<file path="config.mk">
export PLATFORM = sky130hd
export DESIGN_NAME = montgomery_encode
export DESIGN_NICKNAME = d
export VERILOG_FILES = /design/src/rtl/multiplier_pkg.sv /design/src/rtl/mod_dbl_sub.sv /design/src/rtl/montgomery_encode.sv
export SDC_FILE = /design/constraint.sdc
export NUM_CORES = 1
export LEC_CHECK = 0
export CAP_MARGIN = 5
export CELL_PAD_IN_SITES_DETAIL_PLACEMENT = 1
export CELL_PAD_IN_SITES_GLOBAL_PLACEMENT = 1
export CORE_ASPECT_RATIO = 0.6
export CORE_MARGIN = 2
export CORE_UTILIZATION = 41
export CTS_CLUSTER_DIAMETER = 200
export CTS_CLUSTER_SIZE = 10
export DETAILED_ROUTE_END_ITERATION = 10
export PLACE_DENSITY_LB_ADDON = 0.1
export SETUP_SLACK_MARGIN = 0.1
export SYNTH_ARGS = -nofsm -noshare
export SYNTH_HDL_FRONTEND = slang
export SYNTH_SLANG_ARGS = --single-unit
export TNS_END_PERCENT = 5
</file>
<file path="constraint.sdc">
create_clock -name clk_i -period 8.05 [get_ports clk_i]
set_input_delay 1.61 -clock clk_i [delete_from_list [all_inputs] [get_ports clk_i]]
set_output_delay 1.61 -clock clk_i [all_outputs]
set_load 0.05 [all_outputs]
</file>
<file path="src/rtl/multiplier_pkg.sv">
// Shared datapath width, Montgomery-encode FSM states and bitlength clamp.
package multiplier_pkg;

   localparam int DATA_LENGTH = 64;
   localparam int CNT_W       = $clog2(DATA_LENGTH + 1);

   typedef enum logic [1:0] {
      IDLE,
      LOAD,
      SHIFT,
      DONE
   } montgomery_encode_state_t;

   function automatic logic [CNT_W-1:0] clamp_bl(
      input logic [DATA_LENGTH-1:0] q_bl
   );
      if (q_bl > DATA_LENGTH'(DATA_LENGTH))
         return CNT_W'(DATA_LENGTH);
      else
         return q_bl[CNT_W-1:0];
   endfunction

endpackage

</file>
<file path="src/rtl/mod_dbl_sub.sv">
// Conditional subtract of q from r or 2r; the doubling carry acts as the
// (W+1)-th bit, so the difference always fits in W bits when r < q.
module mod_dbl_sub
   import multiplier_pkg::*;
(
   input  logic [DATA_LENGTH-1:0] i_r,
   input  logic [DATA_LENGTH-1:0] i_q,
   input  logic                   i_dbl,
   output logic [DATA_LENGTH-1:0] o_res
);

   logic                   w_carry;
   logic [DATA_LENGTH-1:0] w_t;
   logic                   w_ge;

   assign w_carry = i_dbl & i_r[DATA_LENGTH-1];
   assign w_t     = i_dbl ? {i_r[DATA_LENGTH-2:0], 1'b0} : i_r;
   assign w_ge    = w_carry | (w_t >= i_q);
   assign o_res   = w_ge ? (w_t - i_q) : w_t;

endmodule

</file>
<file path="src/rtl/montgomery_encode.sv">
// Iterative x*2^k mod q: one reduction of x, then k modular doublings.
module montgomery_encode
   import multiplier_pkg::*;
(
   input  logic                   clk_i,
   input  logic                   rst_i,
   input  logic                   start_i,
   input  logic [DATA_LENGTH-1:0] x_i,
   input  logic [DATA_LENGTH-1:0] q_i,
   input  logic [DATA_LENGTH-1:0] q_bl_i,
   output logic [DATA_LENGTH-1:0] result_o,
   output logic                   valid_o,
   output logic                   busy_o
);

   montgomery_encode_state_t r_state;
   montgomery_encode_state_t w_next;

   logic [DATA_LENGTH-1:0] r_r;
   logic [DATA_LENGTH-1:0] r_q;
   logic [DATA_LENGTH-1:0] r_result;
   logic [CNT_W-1:0]       r_k;
   logic [CNT_W-1:0]       r_cnt;
   logic                   r_valid;
   logic [DATA_LENGTH-1:0] w_red;
   logic                   w_dbl;

   // LOAD reuses the same core with doubling bypassed
   assign w_dbl = (r_state == SHIFT);

   mod_dbl_sub u_dbl (
      .i_r   (r_r),
      .i_q   (r_q),
      .i_dbl (w_dbl),
      .o_res (w_red)
   );

   always_ff @(posedge clk_i or posedge rst_i) begin
      if (rst_i)
         r_state <= IDLE;
      else
         r_state <= w_next;
   end

   always_comb begin
      w_next = r_state;
      unique case (r_state)
         IDLE:    if (start_i) w_next = LOAD;
         LOAD:    w_next = (r_k == '0) ? DONE : SHIFT;
         SHIFT:   if (r_cnt == CNT_W'(1)) w_next = DONE;
         DONE:    w_next = IDLE;
         default: w_next = IDLE;
      endcase
   end

   always_ff @(posedge clk_i or posedge rst_i) begin
      if (rst_i) begin
         r_r      <= '0;
         r_q      <= '0;
         r_k      <= '0;
         r_cnt    <= '0;
         r_result <= '0;
         r_valid  <= 1'b0;
      end else begin
         r_valid <= (w_next == DONE);
         case (r_state)
            IDLE: begin
               if (start_i) begin
                  r_r <= x_i;
                  r_q <= q_i;
                  r_k <= clamp_bl(q_bl_i);
               end
            end
            LOAD: begin
               r_r   <= w_red;
               r_cnt <= r_k;
               if (r_k == '0) r_result <= w_red;
            end
            SHIFT: begin
               r_r   <= w_red;
               r_cnt <= r_cnt - CNT_W'(1);
               if (r_cnt == CNT_W'(1)) r_result <= w_red;
            end
            default: ;
         endcase
      end
   end

   assign result_o = r_result;
   assign valid_o  = r_valid;
   assign busy_o   = (r_state != IDLE);

endmodule

</file>
==> impl_metrics.tcl <==
set metrics [dict create \
    ctsHtreeMaxLevel 1 \
    area_delta_synth_final_pct 25.2 \
    gp_congestion 0.925 \
    firstDrtPassIters 4 \
    ctsHoldBuffers 0 \
    start_util_pct 41.7 \
    yosysUniqueCellTypes 66 \
    worstSetupPathType "flip-flop to flip-flop" \
    slew_viol_final 0 \
    max_freq_mhz 154 \
    maxCapViolCount 0 \
    die_h_um 148 \
    critical_path.max_fanout 50 \
    critPathSlowestCell "a211oi_1" \
    synth_flop_cell "dfrtp_1" \
    hold_viol 0 \
    core_area_um2 33800 \
    cp.required_ns 8.46 \
    status "complete, no violations" \
    netlist_instances 1550 \
    num_vias 13000 \
    setup_viol 0 \
    cts_resized 0 \
    ys_seq_elements 209 \
    num_rows 52 \
    clkSlewWorstSetupHoldPaths_ns 0.07 \
    clkSinkCount 209 \
    cts_buffers 24 \
    portBuffers 260 \
    cp_top_family "compound AO/OA/AOI/OAI gates" \
    die_x_um 243 \
    grt_pass1_vias 13600 \
    clk_path_buf_depth 3 \
    whs_ns 0.485 \
    ant_nets 0 \
    arrival_ns 6.90 \
    relSlewSlack_pct 17.5 \
    synth_edf_count 0 \
    grt_max_degree 102 \
    layout-drive-gt1-share_pct 10.4 \
    final_common_cell "clkdlybuf4s50_1" \
    critPathBufInv 2 \
    antenna_found_initial 1 \
    track_usage_pct 28.9 \
    drtIter0Drc 834 \
    viasPerCell 5.89 \
    dieArea_um2 35900 \
    fin_nets 2018 \
    rrSetupSlack_ns 1.56 \
    syn_area_um2 14100 \
    wl_per_cell_um 23.7 \
    startpoint_type "flip-flop" \
    syn_nets 1816 \
    yosysSeqAreaShare_pct 37.2 \
    setup_tns_ns 0 \
    clk_root_buffer_cell "clkbuf_16" \
    yosysWarnings 0 \
    dpl.hpwl_um 39300 \
    worstSetupEndpointType "flip-flop" \
    grt_pass1_wl_um 81200 \
    cts_setup_buffers 0 \
    wirelength_um 52300 \
    rsz0062_at_grt "false" \
    max_stage_delay_ns 0.77 \
    gr-total-overflow 0 \
    worst_slew_pin_slew_ns 1.23 \
    period_minus_slack_ns 6.49 \
    drcViolationCount 0 \
    pin_count 261 \
    min_period_over_period_pct 80.6 \
    crit_chain "inv_1, ha_4, mux2_2, fa_1, a21o_1, a221oi_1, o221a_2, nor2_1, a211oi_1, a21o_1, o21a_1, buf_4, mux2_2, mux2i_1, a21oi_1" \
    hold_class "flip-flop to flip-flop" \
    clk_latency_ns 0.56 \
    cts_tree "done" \
    async_reset_ff_share_pct 100 \
    antenna_cells 0 \
    final_cell_mix "260 x clkdlybuf4s50_1, 209 x dfrtp_1, 144 x nand2_1" \
    synth.avg_cell_area_um2 9.08 \
    skew_ns 0.0222 \
]
## cell families (layout without fill, tap and decap cells)
logic type / Yosys count / count (layout) / share of synthesized area, %
simple gates: 350 / 350 / 11.8
flops: 209 / 209 / 37.2
fa+ha+maj: 71 / 71 / 6.37
xor+xnor: 54 / 54 / 3.36
compound gates: 493 / 493 / 21.6
buf+inv: 190 / 392 / 5.54
mux: 183 / 183 / 14.2
## sequential cells by signal (all words and copies together), names as in the netlist
| name | cells |
|---|---|
| r_q | 64 |
| valid_o | 1 |
| r_r | 64 |
| r_cnt | 7 |
| r_k | 7 |
| r_state | 2 |
| result_o | 64 |
## Yosys cell counts (all sizes together), types with 6 or more instances
library cell / n / area (um^2)
a211oi: 9 / 67.6
a21boi: 7 / 52.6
a21o: 67 / 503
a21oi: 130 / 651
a221oi: 8 / 76.3
a22o: 7 / 61.3
a31oi: 31 / 194
and2: 7 / 43.8
and3: 28 / 175
buf: 25 / 158
clkbuf: 73 / 277
dfrtp: 209 / 5230
ha: 70 / 876
inv: 92 / 345
mux2: 132 / 1490
mux2i: 51 / 510
nand2: 145 / 544
nand2b: 6 / 37.5
nand3: 21 / 105
nand4: 22 / 138
nor2: 57 / 214
nor3: 21 / 105
nor4: 19 / 119
o211ai: 9 / 67.6
o21a: 10 / 75.1
o21ai: 148 / 744
o21bai: 18 / 135
o31ai: 12 / 90.1
or3: 9 / 56.3
xnor2: 40 / 350
xor2: 14 / 123
## per-stage QoR
| step | cell area [um^2] | utilization, % | instances | setup WS, ns |
|---|---|---|---|---|
| 4_1_cts | 17600 | 52.2 | 2211 | 1.61 |
| 3_5_place_dp | 17000 | 50.4 | 2185 | 1.59 |
| 3_3_place_gp | 17000 | 50.4 | 2185 | 1.68 |
| 6_report | 17600 | 52.2 | 2211 | 1.56 |
| 2_1_floorplan | 14100 | - | 1550 | 0.731 |
| 5_1_grt | 17600 | 52.2 | 2211 | 1.30 |
## layout make-up
type	instances	area, um^2
timing repair buffer	274	2710
multi-input combinational	1151	8140
sequential	209	5230
inverter	92	353
tap	459	574
clock inverter	1	16.3
fill	3858	16100
clock buffer	25	604
## final timing paths
kind                                               start                        to  cells past startpoint
min in group asynchronous                          rst_i       r_q[25]$_DFFE_PP0P_                      2
max in group asynchronous                          rst_i  result_o[23]$_DFFE_PP0P_                      3
worst min register to register  result_o[12]$_DFFE_PP0P_  result_o[12]$_DFFE_PP0P_                      2
worst max register to register      r_state[0]$_DFF_PP0_        r_r[1]$_DFFE_PP0P_                     15
worst min-delay path            result_o[12]$_DFFE_PP0P_  result_o[12]$_DFFE_PP0P_                      2
worst max-delay path                r_state[0]$_DFF_PP0_        r_r[1]$_DFFE_PP0P_                     15
## worst register-to-register path: stages, from the launching register on
cell and delay [ns]:
dfrtp_1 0.40, inv_1 0.20, ha_4 0.69, mux2_2 0.46, fa_1 0.44, a21o_1 0.22
a221oi_1 0.58, o221a_2 0.38, nor2_1 0.07, a211oi_1 0.77, a21o_1 0.39, o21a_1 0.76
buf_4 0.38, mux2_2 0.40, mux2i_1 0.14, a21oi_1 0.08
## per-layer routing
layer	GRT usage, %	up-vias	wire length, um
met5	0	-	0
met4	5.95	0	1040
met3	5.45	57	3190
met2	43.1	381	22100
met1	43.5	6583	26000
li1	-	5992	-
Power is left out: the tool's default activity adds up to more than one toggle a clock period on the data nets, which glitch-free logic cannot reach.
